$ cat src/rtl/alu_responder.sv
// alu_responder: handshaked ALU (ADD / XOR / MUL / AND) with a 2*WIDTH result.
// ADD, XOR and AND complete in one cycle. MUL runs an iterative shift-add
// over WIDTH EXEC cycles, unless ALU_RESPONDER_FAST_MUL_EN is defined. In
// that case a combinational multiplier gives MUL the same one-cycle latency.
module alu_responder #(
    parameter int WIDTH = 8
) (
    input  logic               clk,
    input  logic               rst_n,
    input  logic               in_valid,
    output logic               in_ready,
    input  logic [1:0]         op,
    input  logic [WIDTH-1:0]   a,
    input  logic [WIDTH-1:0]   b,
    output logic               out_valid,
    input  logic               out_ready,
    output logic [2*WIDTH-1:0] result,
    output logic [1:0]         result_op
);

    localparam int        CW     = $clog2(WIDTH + 1);
    localparam logic [1:0] OP_ADD = 2'b00;
    localparam logic [1:0] OP_XOR = 2'b01;
    localparam logic [1:0] OP_MUL = 2'b10;
    localparam logic [1:0] OP_AND = 2'b11;

    typedef enum logic [1:0] {IDLE, EXEC, DONE} state_t;

    state_t             state, state_nx;
    logic               accept;
    logic               mul_iter;    // accepted op takes the iterative path
    logic               last_step;
    logic [2*WIDTH-1:0] alu_res;
    logic [2*WIDTH-1:0] step_sum;
    logic [2*WIDTH-1:0] mcand;       // multiplicand, shifted left each step
    logic [2*WIDTH-1:0] acc;         // running partial product
    logic [WIDTH-1:0]   mplier;      // multiplier, shifted right each step
    logic [CW-1:0]      cnt;
    logic [1:0]         op_q;

    assign accept    = in_valid && (state == IDLE);
    assign last_step = (cnt == CW'(WIDTH - 1));
    assign step_sum  = acc + (mplier[0] ? mcand : '0);

`ifdef ALU_RESPONDER_FAST_MUL_EN
    assign mul_iter = 1'b0;
`else
    assign mul_iter = (op == OP_MUL);
`endif

    // Single-cycle result for the operands presented at the accepting edge
    always_comb begin
        alu_res = '0;
        case (op)
            OP_ADD: alu_res = {{WIDTH{1'b0}}, a} + {{WIDTH{1'b0}}, b};
            OP_XOR: alu_res = {{WIDTH{1'b0}}, a ^ b};
            OP_AND: alu_res = {{WIDTH{1'b0}}, a & b};
`ifdef ALU_RESPONDER_FAST_MUL_EN
            OP_MUL: alu_res = {{WIDTH{1'b0}}, a} * {{WIDTH{1'b0}}, b};
`endif
            default: alu_res = '0;
        endcase
    end

    // State register
    always_ff @(posedge clk or negedge rst_n) begin
        if (!rst_n) state <= IDLE;
        else        state <= state_nx;
    end

    // Next-state and handshake outputs
    always_comb begin
        state_nx  = state;
        in_ready  = 1'b0;
        out_valid = 1'b0;
        case (state)
            IDLE: begin
                in_ready = 1'b1;
                if (accept) state_nx = mul_iter ? EXEC : DONE;
            end
            EXEC: begin
                if (last_step) state_nx = DONE;
            end
            DONE: begin
                out_valid = 1'b1;
                if (out_ready) state_nx = IDLE;
            end
            default: state_nx = IDLE;
        endcase
    end

    // Datapath: operand capture, shift-add steps, result load on DONE entry
    always_ff @(posedge clk or negedge rst_n) begin
        if (!rst_n) begin
            mcand     <= '0;
            acc       <= '0;
            mplier    <= '0;
            cnt       <= '0;
            op_q      <= 2'b00;
            result    <= '0;
            result_op <= 2'b00;
        end else if (accept) begin
            op_q   <= op;
            mcand  <= {{WIDTH{1'b0}}, a};
            mplier <= b;
            acc    <= '0;
            cnt    <= '0;
            if (!mul_iter) begin
                result    <= alu_res;
                result_op <= op;
            end
        end else if (state == EXEC) begin
            acc    <= step_sum;
            mcand  <= mcand << 1;
            mplier <= mplier >> 1;
            cnt    <= cnt + 1'b1;
            if (last_step) begin
                result    <= step_sum;
                result_op <= op_q;
            end
        end
    end

endmodule

$ cat config.mk
export PLATFORM = sky130hd
export DESIGN_NAME = alu_responder
export DESIGN_NICKNAME = d
export VERILOG_FILES = /design/src/rtl/alu_responder.sv
export SDC_FILE = /design/constraint.sdc
export NUM_CORES = 1
export LEC_CHECK = 0
export ABC_CLOCK_PERIOD_IN_PS = 2800
export CAP_MARGIN = 10
export CORE_UTILIZATION = 32
export DETAILED_ROUTE_END_ITERATION = 7
export SLEW_MARGIN = 20
export SYNTH_ARGS = -nofsm -noshare
export SYNTH_HDL_FRONTEND = slang
export SYNTH_SLANG_ARGS = --single-unit
$ cat constraint.sdc
create_clock -name clk -period 2.8 [get_ports clk]
set_input_delay 0.28 -clock clk [delete_from_list [all_inputs] [get_ports clk]]
set_output_delay 0.28 -clock clk [all_outputs]
set_load 0.01 [all_outputs]
==> results.py <==
metrics = {
    "detailed_routing": {
        "viasPerCell": 5.39,
        "first_pass_iters": 4,
        "post_drt_wl_per_cell_um": 17.0,
        "drc": 0,
        "via_count": 3237,
        "drtAntennaViolNets": 0,
        "finalWirelength_um": 10200,
        "first_iter_violations": 166,
    },
    "placed_design": {
        "portBuffers": 41,
        "place_congestion": 0.830,
        "dp.cells": 585,
        "dpl.hpwl_um": 7520,
    },
    "die": {
        "initial_core_util_pct": 32.8,
        "fp.dieH_um": 113,
        "core_mm2": 0.0120,
        "rows": 40,
        "die_w_um": 113,
        "fp.dieArea_mm2": 0.0128,
        "ioPinCount": 42,
    },
    "synth": {
        "yosys-top-cells-area": "dfrtp_1 42%, ha_1 7.6%, a22o_1 6.2%",
        "ys_ff_latch": 66,
        "synth_area_mm2": 0.00394,
        "synth_fp_nets": 452,
        "yosysMostFrequentCell": "dfrtp_1",
        "synthTopCellsByCount": "66 x dfrtp_1, 49 x nand2_1, 36 x o21ai_0",
        "yosysWarningCount": 0,
        "synth_edf_count": 0,
        "yosysUniqueCellTypes": 55,
        "yosys.area.top_type": "dfrtp_1",
        "ys_seq_area_share_pct": 41.9,
        "synth_top_flop_cell": "dfrtp_1",
        "synthCells": 404,
        "async_reset_ff_share_pct": 100,
        "avgSynthCellArea_um2": 9.75,
        "synth.top_cell.area_share_pct": 41.9,
    },
    "worst_hold_path": {
        "min_path_type": "in -> async",
    },
    "timing": {
        "fin_setup_tns_ps": 0,
        "worstMarginPinSlew_ps": 772,
        "hold_viol": 0,
        "min_period_ps": 2570,
        "grt_setup_unrepaired": "false",
        "drv_slew": 0,
        "slew_headroom_pct": 48.6,
        "holdWs_ps": 22.9,
        "finalCritPeriodShare_pct": 91.7,
        "final-setup-viol-count": 0,
        "clock.fmax_ghz": 0.389,
        "fin_worst_skew_ps": 8.89,
    },
    "clocking": {
        "ctsLongestPathBuffers": 2,
        "h-tree-depth": 3,
        "cts_tree": "done",
        "cts.hold.buffers_added": 0,
        "cts_setup_buffers": 0,
        "cts_resized": 0,
        "cts_root_buffer": "clkbuf_16",
        "clk_latency_ps": 340,
        "clock_sinks": 66,
        "cts.clk_slew.worst_paths_ps": 60,
        "cts_buffers": 9,
    },
    "grt": {
        "grt_overflow_total": 0,
        "grt_usage_pct": 17.3,
        "grt_start_max_net_pins": 37,
        "grt_pass1_vias": 3253,
        "grt_first_pass_wirelength_um": 16900,
        "antenna_found_initial": 0,
    },
    "power_and_ir_drop": {
        "power_w": 0.00477,
        "power.leakage_nw": 2.17,
        "peakVddDrop_v": 0.000460,
        "powerDensity_mw_per_mm2": 977,
    },
    "layout": {
        "n_antenna_cell": 0,
        "layout-drive-gt1-share_pct": 10.6,
        "fin_nets": 497,
        "final_cells": 601,
        "final_core_util_pct": 40.7,
        "area_growth_syn_to_layout_pct": 24.0,
    },
    "setup_path": {
        "end_kind": "register",
        "cp.arrival_ps": 2800,
        "required_ps": 3030,
        "crit_fanout": 3,
        "crit_type": "reg -> reg",
        "start_kind": "register",
    },
    "status": {
        "status": "finished, final reports clean",
    },
    "job": {
        "drv_cap": 0,
    },
}
[routing by layer]
layer  GRT usage, %  part of all wire (%)  vias up
li1               -                     -     1576
met1           23.4                    49     1585
met2           27.4                    46       65
met3           3.37                   3.4       11
met4           6.40                   1.6        0
met5              0                     0        -
[layout by cell type (no fill, tap or decap), types with 3 or more instances in the layout]
master and n:
xor2_1 9, clkbuf_16 9, nand2b_1 4, ha_1 24, a211oi_1 5, o211ai_1 7
a22oi_1 15, nor3_1 4, a22o_1 28, nand3_1 10, nor2_1 15, a21o_1 4
o22ai_1 5, and2_1 15, o21ai_1 5, nand4_1 3, nand2_1 49, o21a_1 5
o21ai_0 36, nor2b_1 5, xnor2_1 9, inv_1 4, buf_4 14, a21oi_1 19
clkdlybuf4s50_1 40, o21bai_1 3, dfrtp_1 66
[report_power, final]
| group | switching [W] | total, W | internal, W |
|---|---|---|---|
| registers | 0.000248 | 0.00155 | 0.00131 |
| clock network | 0.000448 | 0.00125 | 0.000805 |
| logic | 0.00110 | 0.00196 | 0.000862 |
[through the flow]
step           setup WS, ps  cell area, µm²
3_5_place_dp            256            4560
2_1_floorplan           371            3940
4_1_cts                 240            4880
6_report                231            4880
3_3_place_gp            303            4560
5_1_grt                 148            4880
[state kept, by name (all words and copies together), names as in the netlist]
name	cells
mcand	16
result	16
result_op	2
cnt	4
state	2
mplier	8
acc	16
op_q	2
[cell families after synthesis]
logic type,count (synthesis),share of synthesized area [%]
compound gates,147,26.2
xor+xnor,18,4.00
fa+ha+maj,26,8.64
buf+inv,26,3.11
flops,66,41.9
mux,5,1.46
simple gates,116,14.6
[worst max-delay path, stage by stage, from the launching register on]
cell	delay [ps]
dfrtp_1	400
and2_1	170
ha_1	220
fa_1	430
a21oi_1	250
o21ai_2	120
a21oi_2	210
xor2_1	290
o21ai_1	120
mux2_4	260
[final timing paths]
kind	startpoint	endpoint	slack, ps	cells after the start
max in group asynchronous	rst_n	acc[3]$_DFFE_PN0P_	2120	2
worst min register to register	result[2]$_DFFE_PN0P_	result[2]$_DFFE_PN0P_	480	2
worst max-delay path	mcand[0]$_DFFE_PN0P_	result[8]$_DFFE_PN0P_	230	9
worst min-delay path	rst_n	acc[10]$_DFFE_PN0P_	20	1
worst max register to register	mcand[0]$_DFFE_PN0P_	result[8]$_DFFE_PN0P_	230	9
min in group clk	result[2]$_DFFE_PN0P_	result[2]$_DFFE_PN0P_	480	2
[layout make-up]
class	count	area (µm²)
tap	147	184
multi-input combinational	312	2170
fill	1185	7130
clock inverter	6	88.8
inverter	4	15.0
clock buffer	10	239
timing repair buffer	56	531
sequential	66	1650
(Power assumes the default switching activity.)
